[src/rtl/btn_event_decoder.sv]
// Turns a debounced button level into registered press/release/long-press/double-tap pulses plus a held flag.
// Define BTN_DBL_TAP_EN to build in the double-tap window (GAP state and second-tap flag).
module btn_event_decoder #(
  parameter int CNT_WIDTH  = 26,
  parameter int LONG_TICKS = 50_000_000,
  parameter int DBL_TICKS  = 25_000_000
) (
  input  logic clk_i,
  input  logic rst_i,
  input  logic btn_db_i,
  output logic press_o,
  output logic release_o,
  output logic long_press_o,
  output logic double_tap_o,
  output logic held_o
);

  localparam logic [1:0] ST_IDLE    = 2'd0;
  localparam logic [1:0] ST_PRESSED = 2'd1;
  localparam logic [1:0] ST_LONG    = 2'd2;
  localparam logic [CNT_WIDTH-1:0] LONG_TERM = CNT_WIDTH'(LONG_TICKS - 1);

  if (LONG_TICKS < 2 || DBL_TICKS < 2) begin : g_bad_ticks
    $error("btn_event_decoder: LONG_TICKS and DBL_TICKS must be >= 2");
  end

`ifdef BTN_DBL_TAP_EN
  localparam logic [1:0] ST_GAP = 2'd3;
  localparam logic [CNT_WIDTH-1:0] DBL_TERM = CNT_WIDTH'(DBL_TICKS - 1);
  logic second_q, second_d;
  logic dbl_q, dbl_d;
`endif

  logic                 btn_q;
  logic [1:0]           state_q, state_d;
  logic [CNT_WIDTH-1:0] cnt_q, cnt_d;
  logic                 press_q, press_d;
  logic                 release_q, release_d;
  logic                 long_q, long_d;
  logic                 held_q, held_d;
  logic                 rise, fall;

  assign rise = btn_db_i & ~btn_q;
  assign fall = ~btn_db_i & btn_q;

  always_comb begin
    state_d   = state_q;
    cnt_d     = cnt_q;
    press_d   = 1'b0;
    release_d = 1'b0;
    long_d    = 1'b0;
`ifdef BTN_DBL_TAP_EN
    second_d  = second_q;
    dbl_d     = 1'b0;
`endif
    case (state_q)
      ST_IDLE: begin
        if (rise) begin
          press_d = 1'b1;
          cnt_d   = '0;
`ifdef BTN_DBL_TAP_EN
          second_d = 1'b0;
`endif
          state_d = ST_PRESSED;
        end
      end
      ST_PRESSED: begin
        // a release on the terminal cycle takes priority over the long press
        if (fall) begin
          release_d = 1'b1;
          cnt_d     = '0;
`ifdef BTN_DBL_TAP_EN
          state_d   = second_q ? ST_IDLE : ST_GAP;
`else
          state_d   = ST_IDLE;
`endif
        end else if (cnt_q == LONG_TERM) begin
          long_d  = 1'b1;
          cnt_d   = '0;
          state_d = ST_LONG;
        end else begin
          cnt_d = cnt_q + 1'b1;
        end
      end
      ST_LONG: begin
        if (fall) begin
          release_d = 1'b1;
          cnt_d     = '0;
          state_d   = ST_IDLE;
        end
      end
`ifdef BTN_DBL_TAP_EN
      ST_GAP: begin
        if (rise) begin
          press_d  = 1'b1;
          dbl_d    = 1'b1;
          second_d = 1'b1;
          cnt_d    = '0;
          state_d  = ST_PRESSED;
        end else if (cnt_q == DBL_TERM) begin
          cnt_d   = '0;
          state_d = ST_IDLE;
        end else begin
          cnt_d = cnt_q + 1'b1;
        end
      end
`endif
      default: begin
        cnt_d   = '0;
        state_d = ST_IDLE;
      end
    endcase
    held_d = (state_d == ST_LONG);
  end

  always_ff @(posedge clk_i or posedge rst_i) begin
    if (rst_i) begin
      btn_q     <= 1'b0;
      state_q   <= ST_IDLE;
      cnt_q     <= '0;
      press_q   <= 1'b0;
      release_q <= 1'b0;
      long_q    <= 1'b0;
      held_q    <= 1'b0;
`ifdef BTN_DBL_TAP_EN
      second_q  <= 1'b0;
      dbl_q     <= 1'b0;
`endif
    end else begin
      btn_q     <= btn_db_i;
      state_q   <= state_d;
      cnt_q     <= cnt_d;
      press_q   <= press_d;
      release_q <= release_d;
      long_q    <= long_d;
      held_q    <= held_d;
`ifdef BTN_DBL_TAP_EN
      second_q  <= second_d;
      dbl_q     <= dbl_d;
`endif
    end
  end

  assign press_o      = press_q;
  assign release_o    = release_q;
  assign long_press_o = long_q;
  assign held_o       = held_q;
`ifdef BTN_DBL_TAP_EN
  assign double_tap_o = dbl_q;
`else
  assign double_tap_o = 1'b0;
`endif

endmodule

[config.mk]
export PLATFORM = sky130hd
export DESIGN_NAME = btn_event_decoder
export DESIGN_NICKNAME = d
export VERILOG_FILES = /design/src/rtl/btn_event_decoder.sv
export SDC_FILE = /design/constraint.sdc
export NUM_CORES = 1
export LEC_CHECK = 0
export ABC_AREA = 1
export CAP_MARGIN = 0
export CORE_ASPECT_RATIO = 1.75
export CORE_MARGIN = 5
export CORE_UTILIZATION = 35
export DETAILED_ROUTE_END_ITERATION = 8
export PLACE_DENSITY = 0.53
export SETUP_SLACK_MARGIN = 0.5
export SYNTH_ARGS = -nofsm -noshare
export SYNTH_HDL_FRONTEND = slang
export SYNTH_SLANG_ARGS = --single-unit
[constraint.sdc]
create_clock -name clk_i -period 1.4 [get_ports clk_i]
set_input_delay 0.21 -clock clk_i [delete_from_list [all_inputs] [get_ports clk_i]]
set_output_delay 0.21 -clock clk_i [all_outputs]
set_load 0.02 [all_outputs]
==> impl_metrics.tcl, run 1 <==
set metrics [dict create \
    status "finished, violations left" \
    violations "setup timing" \
    instances_no_fill 441 \
    drive_gt1_share_pct 39.9 \
    yosysMostFrequentCell "nand2_1" \
    synth_top_area_share_pct 39.9 \
    slowest_delay_ns 0.38 \
    cp_slowest_cell "dfrtp_1" \
    place_inst 425 \
    power_density_nw_per_um2 955 \
    vias 2047 \
    synth-edff-count 0 \
    rsz0062_at_grt "true" \
    cap_violations 0 \
    end_kind "register" \
    clkLatencyLatePin_ns 0.29 \
    wl_um 5860 \
    drtIter0Drc 62 \
    finalCriticalPeriod_ns 1.55 \
    reg2reg_slack_ns -0.15 \
    drc 0 \
    tritoncts "yes" \
    cts.clk_slew.worst_paths_ns 0.07 \
    setup_viol 30 \
    ioPinCount 8 \
    ys_seq_area_share_pct 39.9 \
    die_x_um 68.1 \
    timing.final.ws_setup_ns -0.149 \
    crit_chain "ha_2 -> inv_2 -> nor2_4 -> nand2_2 -> nor2_4 -> nand2_4 -> nand2_8 -> nand2_8 -> clkinv_8 -> nor2_1" \
    htree_levels 2 \
    dr.pass1.iters 4 \
    ctsRootBufferMaster "clkbuf_8" \
    cts_buffers 5 \
    cp-start-kind "register" \
    grt_max_degree 34 \
    cellLeakagePower_uw 0.00145 \
    antenna_found_initial 0 \
    crit_buf_inv 2 \
    r2r-end "cnt_q[18]" \
    yosys-top-cells-count "nand2_1 (75), nor2_1 (54), inv_1 (40), dfrtp_1 (33), nand3_1 (20)" \
    worstSetupPathType "reg2reg" \
    critPathCapture "cnt_q[18]" \
    clock_sinks 33 \
    gp_congestion 0.916 \
    cp-startpoint "cnt_q[0]" \
    finalCritPeriodShare_pct 111 \
    portBuffers 6 \
    required_ns 1.58 \
    finalNetCount 370 \
    fillerInstances 578 \
    dpl.hpwl_um 4470 \
    ys_types 32 \
    vias_per_cell 4.64 \
    avgSynthCellArea_um2 7.06 \
    fmax_mhz 646 \
    synth_area_um2 2070 \
    area_delta_synth_final_pct 50.2 \
    path_depth 10 \
    grtUsageTotal_pct 17.4 \
    ant_nets 0 \
    r2r-start "cnt_q[0]" \
    slew_violations 0 \
    grt_pass1_vias 2200 \
    die_area_um2 7610 \
    grt_overflow_total 0 \
    synthesis.nets 301 \
    syn_inst 293 \
    synthFlopType "dfrtp_1" \
    clock_path_buffers 2 \
    crit_fanout 6 \
    antenna_cells 0 \
    detail_route.wl_per_cell_um 13.3 \
    stdcell_area_um2 3110 \
    start_util_pct 35.5 \
    synth_area_leaders "dfrtp_1 (40%), nand2_1 (14%), nor2_1 (9.8%)" \
    async_flop_share_pct 100 \
    core_area_um2 5830 \
    placed_area_um2 2630 \
    hold_viol 0 \
    ff2ff_path_depth 10 \
    chipHeight_um 112 \
    vdd_drop_max_mv 0.728 \
    critPathArrivalTime_ns 1.73 \
    crit_family "simple AND/OR/NAND/NOR gates" \
    ys_ff_latch 33 \
    yosysWarnings 0 \
    finClkSkew_ns 0.00637 \
    grt_pass1_wl_um 10000 \
    fp-row-count 37 \
    hp-class "in2async" \
    yosysTopAreaCell "dfrtp_1" \
]
## worst min-delay path by stage
stage	slack, ns	to	start	cells past startpoint
after global routing	0.33	cnt_q[11]	rst_i	3
after detailed placement	0.54	cnt_q[11]	cnt_q[11]	2
after floorplan	0.14	btn_q	rst_i	1
after global placement	0.54	cnt_q[11]	cnt_q[11]	2
after CTS	0.31	cnt_q[12]	rst_i	3
final	0.29	cnt_q[4]	rst_i	3
## layer usage
layer | part of all wire (%) | global-route usage, %
met3 | 2.8 | 3.33
met2 | 56 | 31.0
met1 | 35 | 17.5
met5 | 0 | 0
met4 | 5.9 | 11.0
## repair_timing
item,in CTS,in global routing
endpoints found under the setup margin,36,36
hold buffers,0,0
pin swaps,4,9
buffers inserted,2,4
cloned,2,0
resized for setup,53,54
## cell families (layout without fill, tap and decap cells)
| logic type | Yosys count | after routing | synth area share (%) |
|---|---|---|---|
| and+or+nand+nor | 182 | 183 | 39.3 |
| other | 1 | 1 | 0.181 |
| xor gates and xnor gates | 6 | 6 | 2.54 |
| DFF | 33 | 33 | 39.9 |
| buffers and inverters | 48 | 117 | 9.73 |
| AOI/OAI and AO/OA | 18 | 18 | 5.32 |
| adders and majority gates | 5 | 5 | 3.02 |
## tightest hold or removal path: stages
cell	delay [ns]
clkdlybuf4s50_1	0.44
clkinvlp_4	0.10
buf_12	0.20
## per-stage QoR
step                setup WS, ns  TNS, ns  util, %  hold slack (ns)  power [uW]
detailed placement        -0.379    -7.85     45.1            0.540        1810
global placement          -0.357    -6.85     45.1            0.535        1790
CTS                       -0.141    -3.03     49.1            0.313        2760
global route              -0.235    -5.66     53.3            0.331        3140
floorplan                0.00719        0        -            0.145        1550
finish                    -0.149    -2.96     53.3            0.292        2970
## state kept, by name, indices dropped and copies added (netlist names)
register,count
cnt_q,26
state_q,2
btn_q,1
held_o,1
long_press_o,1
press_o,1
release_o,1
## power by group
| part | internal, uW | total, uW | switching [uW] | leakage, uW |
|---|---|---|---|---|
| Combinational | 492 | 1220 | 729 | 0.000945 |
| Clock | 345 | 714 | 370 | 0.0000450 |
| Sequential | 998 | 1030 | 34.0 | 0.000455 |
## cells in the final DEF (no fill, tap or decap), drive strengths merged, types with 3 or more instances in the layout
master,count
ha,5
nand4,5
xnor2,3
nand3,20
o21ai,8
nand2,83
inv,43
clkbuf,6
dfrtp,33
a21oi,4
clkinv,4
buf,61
xor2,3
nor2,66
nor3,5
## final cells by class
class / instances / area, um2 / area share, %
multi-input cells: 213 / 1360 / 43.6
flip-flops and latches: 33 / 826 / 26.6
repair buffers: 63 / 539 / 17.4
inverters: 45 / 190 / 6.12
well taps: 78 / 97.6 / 3.14
clock buffers: 6 / 72.6 / 2.33
repair inverters: 1 / 16.3 / 0.523
clock inverters: 2 / 10.0 / 0.322
No activity file was read; power rests on OpenSTA's default activity.
==> run 2, diff against run 1 <==
ABC_CLOCK_PERIOD_IN_PS = 1400   (was not set)
CORE_MARGIN = not set   (was 5)
==> run 2 against run 1 <==
  * The run still ends with setup timing left
  * Fmax down 0.91%
  * Final cell count down 0.91%
  * Clock skew about the same
  * Wire length up 0.90%
  * First-iteration DRC count shrank 19%
  * Sequential share of layout area grew 0.15 points
  * Total power up 4.3%
  * Core utilization is 1.7 points higher
  * Via count grew 0.15%
  * Combinational power shrank 7%
  * Global-route usage rose by 3.9 points
  * Critical path type unchanged
==> impl_metrics.tcl, run 2 (same netlist as run 1, synthesis figures left out) <==
set metrics [dict create \
    ioPinCount 8 \
    r2r-end "cnt_q[8]" \
    power_density_nw_per_um2 999 \
    fp-row-count 36 \
    antenna_cells 0 \
    area_delta_synth_final_pct 49.6 \
    r2r-start "cnt_q[0]" \
    critPathArrivalTime_ns 1.75 \
    detail_route.wl_per_cell_um 13.5 \
    drive_gt1_share_pct 41.0 \
    end_kind "register" \
    fmax_mhz 640 \
    reg2reg_slack_ns -0.16 \
    grt_busiest_layer "met2" \
    ctsRootBufferMaster "clkbuf_8" \
    met1_usage_pct 22.2 \
    required_ns 1.58 \
    core_area_um2 5630 \
    tritoncts "yes" \
    grt_use_met3_pct 3.25 \
    dpl.hpwl_um 4440 \
    drtIter0Drc 50 \
    setup_tns_ns -3.06 \
    setup_viol 27 \
    start_util_pct 36.8 \
    clkPwrFrac_pct 30.1 \
    cellLeakagePower_uw 0.00144 \
    drc 0 \
    dp_worst_setup_slack_ns -0.415 \
    cts_buffers 5 \
    finalCriticalPeriod_ns 1.56 \
    wl_um 5910 \
    power.share.combinational_pct 36.6 \
    grt_max_degree 24 \
    cp-start-kind "register" \
    seq_power_share_pct 33.2 \
    vias 2050 \
    crit_fanout 6 \
    vdd_drop_max_mv 0.732 \
    violations "setup timing" \
    worstSetupPathType "reg2reg" \
    antenna_found_initial 0 \
    timing.final.ws_setup_ns -0.163 \
    grt_overflow_total 0 \
    portBuffers 6 \
    mostFrequentLayoutCell "nand2_1" \
    ant_nets 0 \
    finalCritPeriodShare_pct 112 \
    ff2ff_path_depth 10 \
    clock_sinks 33 \
    dr.pass1.iters 6 \
    clkLatencyLatePin_ns 0.29 \
    whs_ns 0.212 \
    cts.clk_slew.worst_paths_ns 0.08 \
    intPower_uw 1960 \
    hp-class "in2async" \
    htree_levels 2 \
    p_sw_uw 1130 \
    rsz0062_at_grt "true" \
    fillerInstances 555 \
    finalNetCount 368 \
    die_area_um2 6240 \
    grt_pass1_wl_um 9890 \
    finClkSkew_ns 0.00628 \
    regMostFlops "cnt_q" \
    reg.largest.list "cnt_q x26, state_q x2" \
    p_sw_share_pct 36.6 \
    cap_violations 0 \
    chipHeight_um 104 \
    grt_pass1_vias 2166 \
    vias_per_cell 4.69 \
    grtUsageTotal_pct 21.3 \
    clock_path_buffers 2 \
    largest_register_ffs 26 \
    slew_violations 0 \
    mostFrequentLayoutCells "nand2_1 (64), buf_4 (48), nor2_1 (35), inv_1 (32), dfrtp_1 (32)" \
    hold_viol 0 \
    status "finished, violations left" \
    gp_congestion 0.867 \
    grtUsageMet2_pct 39.7 \
    die_x_um 60.1 \
]
## run 2: cell types whose count changed in the layout (fill, tap and decap cells not counted), moves of 2 or more
cell,before,now
nand2_2,5,10
nand2_8,3,1
clkinv_2,2,0
nand2_1,69,64
nor2_2,17,14
inv_2,8,10
nor2_1,32,35
buf_6,13,9
nand2_4,6,8
## run 2: stage by stage
stage | instances | utilization [%] | power, uW | area [um2]
after floorplan | 293 | - | 1550 | 2110
after global placement | 420 | 46.2 | 1790 | 2600
after detailed placement | 420 | 46.2 | 1810 | 2600
after CTS | 434 | 51.2 | 2950 | 2890
after global routing | 437 | 55.0 | 3230 | 3100
final | 437 | 55.0 | 3090 | 3100
## run 2: repair_timing
item / 4_1_cts / 5_1_grt
gates cloned: 2 / 0
pin swaps: 6 / 18
hold endpoints to repair: 0 / 0
setup buffers: 4 / 3
resized for setup: 54 / 50
setup endpoints to repair: 36 / 36
hold buffers: 0 / 0
## run 2: how the worst max path moves through the flow
stage	from	endpoint	slack (ns)	depth (start not counted)
floorplan	cnt_q[0]	cnt_q[13]	0.007	11
finish	cnt_q[0]	cnt_q[8]	-0.16	10
global placement	btn_db_i	cnt_q[12]	-0.41	9
CTS	cnt_q[0]	cnt_q[16]	-0.12	10
detailed placement	btn_db_i	cnt_q[12]	-0.42	9
global route	cnt_q[1]	cnt_q[18]	-0.25	10
## run 2: cell type report
| type | instances | area [um2] | share of cell area [%] |
|---|---|---|---|
| repair inverters | 1 | 16.3 | 0.525 |
| clock buffers | 5 | 68.8 | 2.22 |
| clock inverters | 3 | 46.3 | 1.50 |
| flip-flops and latches | 33 | 827 | 26.7 |
| well taps | 76 | 95.1 | 3.07 |
| repair buffers | 61 | 522 | 16.9 |
| multi-input cells | 213 | 1330 | 43.0 |
| inverters | 45 | 188 | 6.06 |
## run 2: worst max-delay path, stage by stage (launching register included)
cell and delay, ns:
dfrtp_1 0.37, ha_2 0.18, inv_2 0.05, nor2_4 0.15, nand2_2 0.09, nor2_4 0.11
nand2_2 0.08, nand2_4 0.14, nand2_8 0.12, clkinv_8 0.10, nor2_1 0.05
## run 2: power groups by stage
stage	clock (uW)	combinational, uW	sequential (uW)
final	932	1130	1030
after detailed placement	0	765	1040
after global routing	990	1210	1030
after floorplan	0	495	1060
after CTS	953	974	1030
after global placement	0	747	1040
## run 2: metal layers
layer | routed length [um] | vias to the layer above
li1 | - | 1039
met1 | 2200 | 967
met2 | 3410 | 30
met3 | 102 | 14
met4 | 195 | 0
met5 | 0 | -
